--- config.mk ---
export PLATFORM = sky130hd
export DESIGN_NAME = sir_chk_exp_table
export DESIGN_NICKNAME = d
export VERILOG_FILES = /design/src/rtl/sir_chk_exp_table.sv
export SDC_FILE = /design/constraint.sdc
export NUM_CORES = 1
export LEC_CHECK = 0
export CAP_MARGIN = 20
export CELL_PAD_IN_SITES_DETAIL_PLACEMENT = 0
export CELL_PAD_IN_SITES_GLOBAL_PLACEMENT = 1
export CORE_MARGIN = 2
export CORE_UTILIZATION = 40
export CTS_BUF_LIST = sky130_fd_sc_hd__clkbuf_8 sky130_fd_sc_hd__clkbuf_16
export CTS_CLUSTER_DIAMETER = 30
export CTS_CLUSTER_SIZE = 12
export DETAILED_ROUTE_END_ITERATION = 7
export PLACE_DENSITY = 0.6
export SYNTH_ARGS = -nofsm -noshare
export SYNTH_HDL_FRONTEND = slang
export SYNTH_SLANG_ARGS = --single-unit
--- constraint.sdc ---
create_clock -name clk -period 9.75 [get_ports clk]
set_input_delay 1.4625 -clock clk [delete_from_list [all_inputs] [get_ports clk]]
set_output_delay 1.4625 -clock clk [all_outputs]
set_load 0.1 [all_outputs]
--- src/rtl/sir_chk_exp_table.sv ---
// sir_chk_exp_table: DEPTH x (rd, data) expected table, one write port, async read
// clk          write clock
// we/waddr     write strobe and slot
// wrd/wdata    expected destination register and value to store
// raddr        read slot; rd/data return that slot combinationally
// Contents are deliberately not reset.
module sir_chk_exp_table #(
  parameter int XLEN  = 64,
  parameter int DEPTH = 16,
  parameter int IDX_W = $clog2(DEPTH)
) (
  input  logic             clk,
  input  logic             we,
  input  logic [IDX_W-1:0] waddr,
  input  logic [4:0]       wrd,
  input  logic [XLEN-1:0]  wdata,
  input  logic [IDX_W-1:0] raddr,
  output logic [4:0]       rd,
  output logic [XLEN-1:0]  data
);
  logic [4:0]      mem_rd   [DEPTH];
  logic [XLEN-1:0] mem_data [DEPTH];
  always_ff @(posedge clk)
    if (we) begin
      mem_rd[waddr]   <= wrd;
      mem_data[waddr] <= wdata;
    end
  assign rd   = mem_rd[raddr];
  assign data = mem_data[raddr];
endmodule

==> results.yml, run 1 <==
outcome:
  outcome: "finished, final reports clean"
critical_path:
  startpoint_type: "input pin"
  path_buf_inv: 4
  slowest_stage: "clkdlybuf4s50_1"
  worst-endpoint-arrival_ps: 5120
  crit_chain: "clkdlybuf4s50_1, nor2b_4, buf_4, buf_4, a22oi_1, nand2_1, clkdlybuf4s50_1"
  max_stage_delay_ps: 1190
  required_ps: 8290
  cp_max_fo: 40
  path_class: "input pin to primary output"
  cp_top_family: "buffers and inverters"
  end_kind: "primary output"
synthesis:
  syn_area_per_cell_um2: 24.2
  yosys.area.top_type: "edfxtp_1"
  synth_area_um2: 41300
  synth-compound-area-share_pct: 2.51
  synth-simple-area-share_pct: 0.948
  synth_top_area_share_pct: 80.2
  synthAdderAreaFrac_pct: 0
  ys_ff_latch: 1104
  synth_nets: 1786
  synth_top_family_by_area: "multiplexers"
  yosys_warnings: 0
  synth-xor-area-share_pct: 0
  ys_types: 19
  synth_mux_area_share_pct: 15.1
  yosysSeqAreaShare_pct: 80.2
  syn_inst: 1707
  ys_top_cells_by_area: "edfxtp_1 80%, mux4_2 15%, a22oi_1 2.5%"
timing:
  rsz0062_at_grt: "false"
  tightest_slew_ps: 1070
  setup_viol: 0
  slew_violations: 0
  fin_hold_ws_ps: 1610
  tns_ps: 0
  max_freq_mhz: 152
  max-slew-margin-rel_pct: 28.3
  worst_slack_ps: 3170
  finalHoldViolations: 0
  min_period_ps: 6580
  fin_crit_sh_pct: 67.5
drt:
  routed-wl-met3_um: 5750
  vias_per_cell: 5.46
  drc_errors: 0
  met2_length_um: 48400
  dr.pass1.iters: 5
  vias: 19400
  ant_nets: 0
  highest_layer: "met5"
  wirelength_met1_um: 41600
  drt_iter0_markers: 1795
  routedWlPerCell_um: 27.5
  wl_um: 97700
clock_network:
  cts_setup_buffers: 0
  ctsHtreeMaxLevel: 4
  holdBufCountCts: 0
  cts_resized: 0
  clk_path_buf_depth: 3
  clkTransAtPathRegs_ps: 50
  cts_tree: "done"
  clock_sinks: 1104
  clockRootBuffer: "clkbuf_16"
  numCtsBuffers: 201
pwr:
  vdd.ir_drop.worst_mv: 0.147
  cellLeakagePower_nw: 16.6
  power_density_nw_per_um2: 253
  power.total_mw: 13.0
placed_design:
  dpl_worst_slack_ps: 3170
  io_buffers: 147
  dp_hpwl_um: 48900
  placed_area_um2: 44500
  dp_cells: 3174
  gp_congestion: 0.702
cells_and_area:
  areaGrowthSynthToFinish_pct: 24.5
  final_cell_mix: "1104 x edfxtp_1, 273 x mux4_2, 204 x clkbuf_16"
  nNetsFinal: 2091
  nFillCells: 8219
  final_core_util_pct: 50.3
  final_cells: 3558
  final_area_um2: 51400
  drive_gt1_share_pct: 30.9
  layout.cells.most_common: "edfxtp_1"
flow_run:
  drv_cap: 0
floorplanning:
  rows: 117
  fp.dieW_um: 325
  dieArea_um2: 106000
  core_um2: 102000
  start_util_pct: 40.4
  die_y_um: 325
  io_pins: 148
grt:
  grt_pass1_wl_um: 143000
  track_usage_pct: 18.7
  grt_pass1_vias: 20900
  grt-ovfl-total: 0
  grt_max_degree: 98
  antenna_found_initial: 5
min_path:
  hp-class: "input pin to flop"
kinds of logic after synthesis:
logic type,after synthesis
compound gates,138
buf+inv,93
flops,1104
mux,276
simple gates,96
sequential cells by signal (all words and copies together), names as in the netlist:
register / count
mem_data: 1024
mem_rd: 80
final cells by class:
type / instances / area [µm²] / area share, %
Sequential cell: 1104 / 33200 / 64.4
Multi-Input combinational cell: 510 / 7790 / 15.1
Clock buffer: 204 / 5100 / 9.92
Timing Repair Buffer: 195 / 1920 / 3.73
Clock inverter: 176 / 1760 / 3.43
Tap cell: 1368 / 1710 / 3.33
Antenna cell: 1 / 2.50 / 0.00486
final timing paths:
path	start	end	slack, ps	cells after the start
worst max-delay path	raddr[3]	data[11]	3170	7
worst min-delay path	wdata[62]	mem_data[4][62]$_DFFE_PP_	1610	1
Yosys cell counts:
| cell type | instances |
|---|---|
| buf_4 | 6 |
| nand3_1 | 1 |
| nor2_1 | 13 |
| nand3b_1 | 2 |
| mux4_1 | 3 |
| edfxtp_1 | 1104 |
| buf_6 | 13 |
| a22oi_1 | 138 |
| nor3_1 | 4 |
| buf_2 | 25 |
| nand2_1 | 70 |
| nor2b_1 | 2 |
| or3b_2 | 1 |
| buf_1 | 14 |
| buf_8 | 1 |
| and2_1 | 1 |
| clkbuf_1 | 34 |
| mux4_2 | 273 |
| nand2b_1 | 2 |
per-layer routing:
layer	up-vias	GRT usage [%]
li1	8119	-
met1	10500	25.6
met2	627	30.3
met3	159	3.73
met4	6	5.88
met5	-	0
report_power, final:
group	switching [mW]	internal, mW	leakage [nW]	total [mW]
Sequential	0.0192	5.34	9.97	5.35
Clock	2.39	4.49	3.38	6.88
Combinational	0.544	0.242	3.23	0.786
Total	2.95	10.1	16.6	13.0
No activity file was read; power rests on OpenSTA's default activity.
==> inputs of run 2 (changes only) <==
--- a/config.mk
+++ b/config.mk
@@ -14,7 +14,7 @@
 export CTS_CLUSTER_DIAMETER = 30
 export CTS_CLUSTER_SIZE = 12
 export DETAILED_ROUTE_END_ITERATION = 7
-export PLACE_DENSITY = 0.6
+export PLACE_DENSITY = 0.62
 export SYNTH_ARGS = -nofsm -noshare
 export SYNTH_HDL_FRONTEND = slang
 export SYNTH_SLANG_ARGS = --single-unit
==> constraint.sdc (replaced) <==
create_clock -name clk -period 5.4 [get_ports clk]
set_input_delay 0.81 -clock clk [delete_from_list [all_inputs] [get_ports clk]]
set_output_delay 0.81 -clock clk [all_outputs]
set_load 0.1 [all_outputs]
==> run 2 against run 1 <==
Against the previous run: via count is 0.32% lower; combinational power is 79% higher; sequential share of layout area is 0.15 points lower; routed wire length is 0.46% lower; critical path depth is 1 lower; final cell count hardly changed; clock-buffer cell count is 6 lower; worst hold slack worse by 660 ps; die area stayed put; sequential power is 81% higher; utilization is 0.12 points higher; non-clock buffer count is 7 higher; critical endpoint is now data[7]; largest power group unchanged.
==> results.yml, run 2 (synthesis gave the netlist of run 1 again) <==
floorplanning:
  start_util_pct: 40.4
  rows: 117
  fp.dieW_um: 325
  dieArea_um2: 106000
  core_um2: 102000
  io_pins: 148
  die_y_um: 325
flow_run:
  drv_cap: 0
critical_path:
  slowest_stage: "clkdlybuf4s50_1"
  cp_top_family: "buffers and inverters"
  startpoint_type: "input pin"
  path_class: "input pin to primary output"
  worst-endpoint-arrival_ps: 3220
  required_ps: 4590
  cp_max_fo: 38
  cpMostUsedCell: "buf_4"
  crit_chain: "clkdlybuf4s50_1, nor2b_4, buf_4, a22oi_1, nand2_1, buf_4"
  end_kind: "primary output"
  path_buf_inv: 3
  max_stage_delay_ps: 630
grt:
  grt_pass1_wl_um: 142000
  antenna_found_initial: 4
  grt_max_degree: 81
  grt-ovfl-total: 0
  track_usage_pct: 18.5
  grt_pass1_vias: 20800
pwr:
  p_seq_share_pct: 41.4
  cellLeakagePower_nw: 16.7
  pwr-share-clk_pct: 52.5
  power_density_nw_per_um2: 452
  vdd.ir_drop.worst_mv: 0.348
  swShare_pct: 23.2
  internal_power_mw: 17.9
  power_frac_comb_pct: 6.1
  p_sw_mw: 5.42
placed_design:
  io_buffers: 147
  dp_hpwl_um: 50000
  gp_congestion: 0.699
  dpl_worst_slack_ps: 1360
cells_and_area:
  nFillCells: 8144
  nNetsFinal: 2094
  layout.cells.most_common: "edfxtp_1"
  drive_gt1_share_pct: 34.3
  areaGrowthSynthToFinish_pct: 24.8
  regMostFlops: "mem_data"
  final_cell_mix: "1104 x edfxtp_1, 273 x mux4_2, 198 x clkbuf_16"
  final_core_util_pct: 50.5
  top_regs: "mem_data: 1024 flops, mem_rd: 80 flops"
  largest_reg_flops: 1024
clock_network:
  numCtsBuffers: 197
  cts_resized: 0
  cts_setup_buffers: 0
  clkTransAtPathRegs_ps: 50
  clk_path_buf_depth: 3
  clock_sinks: 1104
  ctsHtreeMaxLevel: 4
  cts_tree: "done"
  clockRootBuffer: "clkbuf_16"
  holdBufCountCts: 0
drt:
  vias_per_cell: 5.45
  wl_um: 97200
  dr.pass1.iters: 5
  vias: 19400
  drc_errors: 0
  ant_nets: 0
  routedWlPerCell_um: 27.3
  drt_iter0_markers: 1849
min_path:
  hp-class: "input pin to flop"
  min_path_cells: 1
  hold_start: "wdata[57]"
  holdPathEnd: "mem_data[9][57]$_DFFE_PP_"
timing:
  tns_ps: 0
  max-slew-margin-rel_pct: 28.6
  tightest_slew_ps: 1070
  min_period_ps: 4030
  slew_violations: 0
  setup_viol: 0
  finalHoldViolations: 0
  max_freq_mhz: 248
  fin_crit_sh_pct: 74.6
  rsz0062_at_grt: "false"
  worst_slack_ps: 1370
outcome:
  outcome: "finished, final reports clean"
## run 2: cell type report
| class | count | area, µm² | area share, % |
|---|---|---|---|
| Tap cell | 1368 | 1710 | 3.32 |
| Clock inverter | 174 | 1860 | 3.60 |
| Sequential cell | 1104 | 33200 | 64.3 |
| Antenna cell | 1 | 2.50 | 0.00485 |
| Clock buffer | 198 | 4950 | 9.61 |
| Timing Repair Buffer | 202 | 2070 | 4.02 |
| Multi-Input combinational cell | 510 | 7820 | 15.2 |
## run 2: how the worst max path moves through the flow
stage,start,endpoint,slack (ps),depth (start not counted)
final,raddr[2],data[7],1370,6
after global placement,raddr[2],data[13],1410,6
after detailed placement,raddr[2],data[7],1360,6
after CTS,raddr[2],data[7],1350,6
after floorplan,waddr[3],mem_data[1][0]$_DFFE_PP_,680,2
after global routing,raddr[2],rd[1],1270,6
## run 2: stage by stage
stage	area [µm²]	hold WS [ps]	cells	total power, mW
6_report	51600	951	3557	23.3
3_5_place_dp	44800	1720	3184	11.3
5_1_grt	51600	981	3556	24.0
4_1_cts	51600	912	3556	23.5
2_1_floorplan	41300	909	1707	10.8
3_3_place_gp	44800	1700	3184	11.2
## run 2: power groups by stage
stage	logic [mW]	clock network (mW)	registers, mW
finish	1.41	12.2	9.67
global route	1.49	12.9	9.67
CTS	1.44	12.4	9.67
detailed placement	1.43	0	9.83
global placement	1.42	0	9.82
floorplan	0.941	0	9.82
## run 2: per-layer routing
layer  vias to the layer above  track usage, %  wire length (µm)
met4                         4            5.34              1760
met5                         -               0                26
li1                       8126               -                 -
met3                       147            4.05              5890
met1                     10500            26.2             42800
met2                       620            29.2             46800
